[src/rtl/regfile_onehot_32x32_if.sv]
// Bus bundle for the 32x32 register file: one-hot write port and two read ports.
interface regfile_onehot_32x32_if #(
   parameter int unsigned WIDTH = 32
);
   logic              wr_en;
   logic [0:31]       wr_sel;
   logic [WIDTH-1:0]  wr_data;
   logic [0:4]        rd_addr_a;
   logic [0:4]        rd_addr_b;
   logic [WIDTH-1:0]  rd_data_a;
   logic [WIDTH-1:0]  rd_data_b;
   logic              sel_err;
   logic [15:0]       wr_count;

   // Datapath side drives write/read requests and consumes read data and status.
   modport master (
      output wr_en, wr_sel, wr_data, rd_addr_a, rd_addr_b,
      input  rd_data_a, rd_data_b, sel_err, wr_count
   );

   // Register file side.
   modport slave (
      input  wr_en, wr_sel, wr_data, rd_addr_a, rd_addr_b,
      output rd_data_a, rd_data_b, sel_err, wr_count
   );
endinterface

[src/rtl/regfile_onehot_32x32.sv]
// 32 x WIDTH register file written through a one-hot row select, with two
// combinational read ports, optional write-through bypass, r0 tied to zero,
// select-error flag and a committed-write counter.
module regfile_onehot_32x32 #(
   parameter int unsigned WIDTH      = 32,
   parameter bit          BYPASS     = 1'b1,
   parameter bit          ERR_STICKY = 1'b1
) (
   input  logic                    clk,
   input  logic                    rst_n,
   regfile_onehot_32x32_if.slave   bus
);

   logic [WIDTH-1:0] regs_q [32];
   logic [WIDTH-1:0] regs_d [32];
   logic             sel_err_q, sel_err_d;
   logic [15:0]      wr_count_q, wr_count_d;

   logic             sel_onehot;
   logic             commit;
   logic             sel_bad;
   logic [4:0]       wr_idx;

   // Decode the one-hot select into an index and qualify the write.
   always_comb begin
      wr_idx = '0;
      for (int unsigned i = 0; i < 32; i++) begin
         if (bus.wr_sel[i]) wr_idx = 5'(i);
      end
      sel_onehot = $onehot(bus.wr_sel);
      commit     = rst_n && bus.wr_en && sel_onehot && (wr_idx != 5'd0);
      sel_bad    = bus.wr_en && !sel_onehot;
   end

   // Next-state for the register array, error flag and write counter.
   always_comb begin
      regs_d     = regs_q;
      wr_count_d = wr_count_q;
      sel_err_d  = ERR_STICKY ? sel_err_q : 1'b0;
      if (commit) begin
         regs_d[wr_idx] = bus.wr_data;
         wr_count_d     = wr_count_q + 16'd1;
      end
      if (sel_bad) sel_err_d = 1'b1;
   end

   // State registers with synchronous active-low reset; reset wins over writes.
   always_ff @(posedge clk) begin
      if (!rst_n) begin
         for (int unsigned i = 0; i < 32; i++) regs_q[i] <= '0;
         sel_err_q  <= 1'b0;
         wr_count_q <= '0;
      end else begin
         regs_q     <= regs_d;
         sel_err_q  <= sel_err_d;
         wr_count_q <= wr_count_d;
      end
   end

   // Combinational read ports; r0 reads zero, bypass uses the commit qualifier.
   always_comb begin
      if (bus.rd_addr_a == 5'd0)
         bus.rd_data_a = '0;
      else if (BYPASS && commit && (bus.rd_addr_a == wr_idx))
         bus.rd_data_a = bus.wr_data;
      else
         bus.rd_data_a = regs_q[bus.rd_addr_a];

      if (bus.rd_addr_b == 5'd0)
         bus.rd_data_b = '0;
      else if (BYPASS && commit && (bus.rd_addr_b == wr_idx))
         bus.rd_data_b = bus.wr_data;
      else
         bus.rd_data_b = regs_q[bus.rd_addr_b];
   end

   assign bus.sel_err  = sel_err_q;
   assign bus.wr_count = wr_count_q;

endmodule

[src/flat_wrapper.sv]
// flat-port wrapper written by rule: the top's interface ports become plain ports
module regfile_onehot_32x32_flat 
#(
   parameter int unsigned WIDTH      = 32,
   parameter bit          BYPASS     = 1'b1,
   parameter bit          ERR_STICKY = 1'b1
)
  (clk, rst_n, bus_wr_en, bus_wr_sel, bus_wr_data, bus_rd_addr_a, bus_rd_addr_b, bus_rd_data_a, bus_rd_data_b, bus_sel_err, bus_wr_count);
  regfile_onehot_32x32_if #(.WIDTH(WIDTH)) bus_i ();
  input  logic clk;
  input  logic rst_n;
  input wire logic [$bits(bus_i.wr_en)-1:0] bus_wr_en;
  input wire logic [$bits(bus_i.wr_sel)-1:0] bus_wr_sel;
  input wire logic [$bits(bus_i.wr_data)-1:0] bus_wr_data;
  input wire logic [$bits(bus_i.rd_addr_a)-1:0] bus_rd_addr_a;
  input wire logic [$bits(bus_i.rd_addr_b)-1:0] bus_rd_addr_b;
  output wire logic [$bits(bus_i.rd_data_a)-1:0] bus_rd_data_a;
  output wire logic [$bits(bus_i.rd_data_b)-1:0] bus_rd_data_b;
  output wire logic [$bits(bus_i.sel_err)-1:0] bus_sel_err;
  output wire logic [$bits(bus_i.wr_count)-1:0] bus_wr_count;
  assign bus_i.wr_en = bus_wr_en;
  assign bus_i.wr_sel = bus_wr_sel;
  assign bus_i.wr_data = bus_wr_data;
  assign bus_i.rd_addr_a = bus_rd_addr_a;
  assign bus_i.rd_addr_b = bus_rd_addr_b;
  assign bus_rd_data_a = bus_i.rd_data_a;
  assign bus_rd_data_b = bus_i.rd_data_b;
  assign bus_sel_err = bus_i.sel_err;
  assign bus_wr_count = bus_i.wr_count;
  regfile_onehot_32x32 #(.WIDTH(WIDTH), .BYPASS(BYPASS), .ERR_STICKY(ERR_STICKY)) u_core (.clk(clk), .rst_n(rst_n), .bus(bus_i));
endmodule
[config.mk]
export PLATFORM = sky130hd
export DESIGN_NAME = regfile_onehot_32x32_flat
export DESIGN_NICKNAME = d
export VERILOG_FILES = /design/src/rtl/regfile_onehot_32x32_if.sv /design/src/rtl/regfile_onehot_32x32.sv /design/src/flat_wrapper.sv
export SDC_FILE = /design/constraint.sdc
export NUM_CORES = 2
export LEC_CHECK = 0
export CELL_PAD_IN_SITES_DETAIL_PLACEMENT = 2
export CELL_PAD_IN_SITES_GLOBAL_PLACEMENT = 2
export CORE_ASPECT_RATIO = 0.5
export CORE_MARGIN = 2
export CORE_UTILIZATION = 33
export CTS_CLUSTER_DIAMETER = 150
export DETAILED_ROUTE_END_ITERATION = 6
export PLACE_DENSITY = 0.78
export SYNTH_ARGS = -nofsm -noshare
export SYNTH_HDL_FRONTEND = slang
export SYNTH_SLANG_ARGS = --single-unit
[constraint.sdc]
create_clock -name clk -period 8.5 [get_ports clk]
set_input_delay 1.7 -clock clk [delete_from_list [all_inputs] [get_ports clk]]
set_output_delay 1.7 -clock clk [all_outputs]
set_load 0.05 [all_outputs]
==> impl_metrics.prom <==
# TYPE chip_impl_metric gauge
chip_impl_metric{name="timing_hold_violations_final",unit=""} 0
chip_impl_metric{name="finalMaxSlewViolations",unit=""} 0
chip_impl_metric{name="cp_data_required_time",unit="ns"} 6.80
chip_impl_metric{name="clk_path_buf_depth",unit=""} 3
chip_impl_metric{name="asyncSetResetFlopFracSynth",unit=""} 0
chip_impl_metric{name="synth_edf_count",unit=""} 0
chip_impl_metric{name="fin_total_pwr",unit="mW"} 11.80
chip_impl_metric{name="num-nets-final",unit=""} 4823
chip_impl_metric{name="initial_core_util",unit=""} 0.3341
chip_impl_metric{name="fin_skew",unit="ns"} 0.005194
chip_impl_metric{name="drv.max_cap_violation_count",unit=""} 0
chip_impl_metric{name="p_leak",unit="nW"} 24.05
chip_impl_metric{name="drc",unit=""} 0
chip_impl_metric{name="power.density",unit="nW/µm²"} 179.7
chip_impl_metric{name="utilization",unit=""} 0.3982
chip_impl_info{name="violated_checks",value="negative setup slack"} 1
chip_impl_info{name="timing.hold.worst.class",value="reg -> reg"} 1
chip_impl_info{name="rsz0062_at_grt",value="true"} 1
chip_impl_info{name="hold_end",value="u_core.bus.wr_count[15]"} 1
chip_impl_metric{name="post_synth_instance_area",unit="µm²"} 55090
chip_impl_metric{name="grt_overflow",unit=""} 0
chip_impl_metric{name="placement.cell_area",unit="µm²"} 61530
chip_impl_metric{name="cts_htree_levels",unit=""} 3
chip_impl_metric{name="wl",unit="mm"} 219.2
chip_impl_metric{name="synth.lib_cells_used.distinct",unit=""} 52
chip_impl_info{name="critPathCaptureType",value="output pin"} 1
chip_impl_metric{name="floorplan.die.height",unit="µm"} 292.9
chip_impl_metric{name="yosysSeqAreaShare",unit=""} 0.3783
chip_impl_metric{name="cts_inserted_buffers",unit=""} 108
chip_impl_metric{name="drt_pre_antenna_iters",unit=""} 5
chip_impl_metric{name="ir_worst_vdd",unit="µV"} 163.7
chip_impl_metric{name="grt_start_max_net_pins",unit=""} 221
chip_impl_metric{name="final_area",unit="µm²"} 65660
chip_impl_metric{name="wl_per_cell",unit="µm"} 31.48
chip_impl_metric{name="ys_seq_elements",unit=""} 1041
chip_impl_metric{name="fmaxAchievable",unit="MHz"} 111.3
chip_impl_metric{name="post-route-period-util",unit=""} 1.057
chip_impl_info{name="crit_reg_reg_startpoint",value="u_core.bus.wr_count[2]"} 1
chip_impl_metric{name="dp_hpwl",unit="mm"} 128.6
chip_impl_metric{name="routed_via_count",unit=""} 41942
chip_impl_metric{name="wire_length_of_the_first_global_routing_pass",unit="mm"} 322.4
chip_impl_metric{name="syn-mean-instance-area",unit="µm²"} 11.57
chip_impl_metric{name="share_of_post_route_cells_with_drive_strength_above_1",unit=""} 0.2779
chip_impl_metric{name="area_growth",unit="%"} 19.18
chip_impl_metric{name="fp.dieArea",unit="µm²"} 170400
chip_impl_metric{name="layout_setup_ws",unit="ns"} -0.4876
chip_impl_info{name="worstSetupStartpointType",value="input pin"} 1
chip_impl_info{name="root_buffer",value="sky130_fd_sc_hd__clkbuf_16"} 1
chip_impl_metric{name="clk-insertion-delay-late",unit="ns"} 0.71
chip_impl_info{name="synth_top_flop_cell",value="sky130_fd_sc_hd__dfxtp_1"} 1
chip_impl_metric{name="setup_tns",unit="ns"} -24.52
chip_impl_metric{name="cts_sinks",unit=""} 1041
chip_impl_info{name="worst-setup-path-type",value="in -> out"} 1
chip_impl_metric{name="initialDrtViolationCount",unit=""} 4141
chip_impl_metric{name="postSynthNetCount",unit=""} 4892
chip_impl_info{name="crit-reg2reg-capture",value="u_core.bus.wr_count[13]"} 1
chip_impl_metric{name="signal_arrival_time_at_the_worst_endpoint",unit="ns"} 7.29
chip_impl_metric{name="syn-instance-count",unit=""} 4760
chip_impl_metric{name="timing_worst_slew_pin_value",unit="ns"} 1.407
chip_impl_metric{name="yosysWarnings",unit=""} 0
chip_impl_metric{name="worst_hold_path.num_cells",unit=""} 1
chip_impl_metric{name="grt_use_total",unit=""} 0.2529
chip_impl_metric{name="antenna_violations_before_repair",unit=""} 2
chip_impl_metric{name="core_region_area",unit="µm²"} 164900
chip_impl_metric{name="die-width",unit="µm"} 581.8
chip_impl_metric{name="timing.final.crit_period",unit="ns"} 8.988
chip_impl_metric{name="boundaryPins",unit=""} 158
chip_impl_info{name="cts_tree",value="built"} 1
chip_impl_metric{name="max_slew_margin",unit=""} 0.05891
chip_impl_metric{name="postRouteAntennaNets",unit=""} 0
chip_impl_metric{name="placementRows",unit=""} 105
chip_impl_info{name="hold_startpoint",value="u_core.bus.wr_count[15]"} 1
chip_impl_metric{name="placement.io_buffers",unit=""} 157
chip_impl_metric{name="depth_of_the_worst_register_to_register_path",unit=""} 7
chip_impl_metric{name="routed_via_density",unit=""} 6.022
chip_impl_metric{name="place.gp.congestion",unit=""} 0.8033
chip_impl_info{name="status",value="finished with violations"} 1
chip_impl_metric{name="reg2reg_slack",unit="ns"} 6.25
chip_impl_metric{name="hold_buffers",unit=""} 0
chip_impl_metric{name="clk_pin_slew",unit="ns"} 0.06
chip_impl_metric{name="finalSetupViolCount",unit=""} 64
chip_impl_metric{name="vias_in_the_first_global_route",unit=""} 46102
chip_impl_metric{name="cp_max_fo",unit=""} 33
-- cell type report --
type | count | area, µm²
Antenna cell | 1 | 2.502
Clock buffer | 150 | 3154
Clock inverter | 40 | 514.2
Fill cell | 16385 | 99220
Inverter | 55 | 219.0
Multi-Input combinational cell | 3129 | 33740
Sequential cell | 1041 | 20840
Tap cell | 2193 | 2744
Timing Repair Buffer | 356 | 4446
-- per-stage QoR --
stage	hold WS [ns]	setup WS, ns	cells
2_1_floorplan	0.4431	-0.06356	4760
3_3_place_gp	0.4507	-0.9298	6768
3_5_place_dp	0.4678	-1.046	6768
4_1_cts	0.4882	-0.5456	6966
5_1_grt	0.5102	-0.5754	6965
6_report	0.4819	-0.4876	6965
-- worst max path at each step --
stage / slack, ns / depth (start not counted) / end / startpoint
after floorplan: -0.06 / 20 / bus_rd_data_a[24] / bus_wr_sel[17]
after global placement: -0.93 / 20 / bus_rd_data_b[19] / bus_wr_sel[2]
after detailed placement: -1.05 / 21 / bus_rd_data_a[0] / bus_wr_sel[3]
after CTS: -0.55 / 21 / bus_rd_data_b[18] / bus_wr_sel[10]
after global routing: -0.58 / 21 / bus_rd_data_a[0] / bus_wr_sel[31]
final: -0.49 / 21 / bus_rd_data_a[19] / bus_wr_sel[30]
-- cell families (layout without fill, tap and decap cells) --
| logic type | count (synthesis) | count (layout) | synth area share |
|---|---|---|---|
| compound gates | 181 | 181 | 0.02260 |
| other cells | 0 | 1 | 0 |
| buf+inv | 590 | 601 | 0.04129 |
| fa+ha+maj | 55 | 55 | 0.01603 |
| mux | 1703 | 1703 | 0.4536 |
| simple gates | 1179 | 1179 | 0.08642 |
| flops | 1041 | 1041 | 0.3783 |
| xor+xnor | 11 | 11 | 0.001749 |
-- metal layers --
layer,track usage,wire length (µm),up-vias
li1,-,-,17266
met1,0.3385,93930,22622
met2,0.4171,103700,1629
met3,0.04066,14320,425
met4,0.08395,7324,0
met5,0,0,-
-- synthesized netlist by cell type, types with 29 or more instances --
cell type / count / area share
sky130_fd_sc_hd__and2_1: 33 / 0.0037
sky130_fd_sc_hd__nor3_1: 35 / 0.0032
sky130_fd_sc_hd__ha_1: 29 / 0.0066
sky130_fd_sc_hd__buf_1: 106 / 0.0072
sky130_fd_sc_hd__mux4_2: 635 / 0.26
sky130_fd_sc_hd__o41ai_1: 59 / 0.0094
sky130_fd_sc_hd__a21oi_1: 76 / 0.0069
sky130_fd_sc_hd__clkbuf_1: 386 / 0.026
sky130_fd_sc_hd__inv_1: 54 / 0.0037
sky130_fd_sc_hd__dfxtp_1: 1041 / 0.38
sky130_fd_sc_hd__mux2i_1: 1068 / 0.19
sky130_fd_sc_hd__buf_2: 42 / 0.0038
sky130_fd_sc_hd__nor2_1: 1009 / 0.069
-- where the power goes --
group / internal, mW / switching (mW) / total [mW]
clock: 2.94 / 2.15 / 5.09
combinational: 0.676 / 1.10 / 1.78
sequential: 4.91 / 0.0260 / 4.93
total: 8.52 / 3.28 / 11.8
-- critical path, stage by stage --
cell,delay (ns)
sky130_fd_sc_hd__buf_6,0.10
sky130_fd_sc_hd__ha_4,0.25
sky130_fd_sc_hd__inv_2,0.04
sky130_fd_sc_hd__fa_2,0.57
sky130_fd_sc_hd__inv_2,0.05
sky130_fd_sc_hd__fa_2,0.38
sky130_fd_sc_hd__inv_2,0.08
sky130_fd_sc_hd__fa_1,0.44
sky130_fd_sc_hd__fa_1,0.48
sky130_fd_sc_hd__fa_1,0.51
sky130_fd_sc_hd__inv_2,0.05
sky130_fd_sc_hd__ha_4,0.16
sky130_fd_sc_hd__fa_1,0.51
sky130_fd_sc_hd__nor3_4,0.18
sky130_fd_sc_hd__o2111ai_2,0.18
sky130_fd_sc_hd__a41o_4,0.37
sky130_fd_sc_hd__buf_4,0.18
sky130_fd_sc_hd__buf_12,0.18
sky130_fd_sc_hd__o41ai_2,0.52
sky130_fd_sc_hd__a21oi_4,0.07
sky130_fd_sc_hd__buf_12,0.17
-- cells in the final DEF (no fill, tap or decap), types with 33 or more instances in the layout --
cell,synthesis,layout
sky130_fd_sc_hd__clkbuf_16,0,111
sky130_fd_sc_hd__nor2_1,1009,1008
sky130_fd_sc_hd__clkdlybuf4s50_1,0,56
sky130_fd_sc_hd__o41ai_2,0,38
sky130_fd_sc_hd__dfxtp_1,1041,1041
sky130_fd_sc_hd__mux2i_1,1068,1063
sky130_fd_sc_hd__buf_12,0,124
sky130_fd_sc_hd__mux4_2,635,635
sky130_fd_sc_hd__buf_4,0,144
sky130_fd_sc_hd__a21oi_4,0,59
sky130_fd_sc_hd__and2_1,33,33
-- sequential cells by signal, indices dropped and copies added, names as in the netlist --
signal,count
u_core.bus.sel_err,1
u_core.bus.wr_count,16
u_core.regs_q,1024
-- timing repair --
item	in CTS	in global routing
pin swaps	34	12
setup endpoints to repair	64	64
gates cloned	2	0
resized for setup	179	23
setup buffers	6	0
Power figures use the tool's default switching activity.
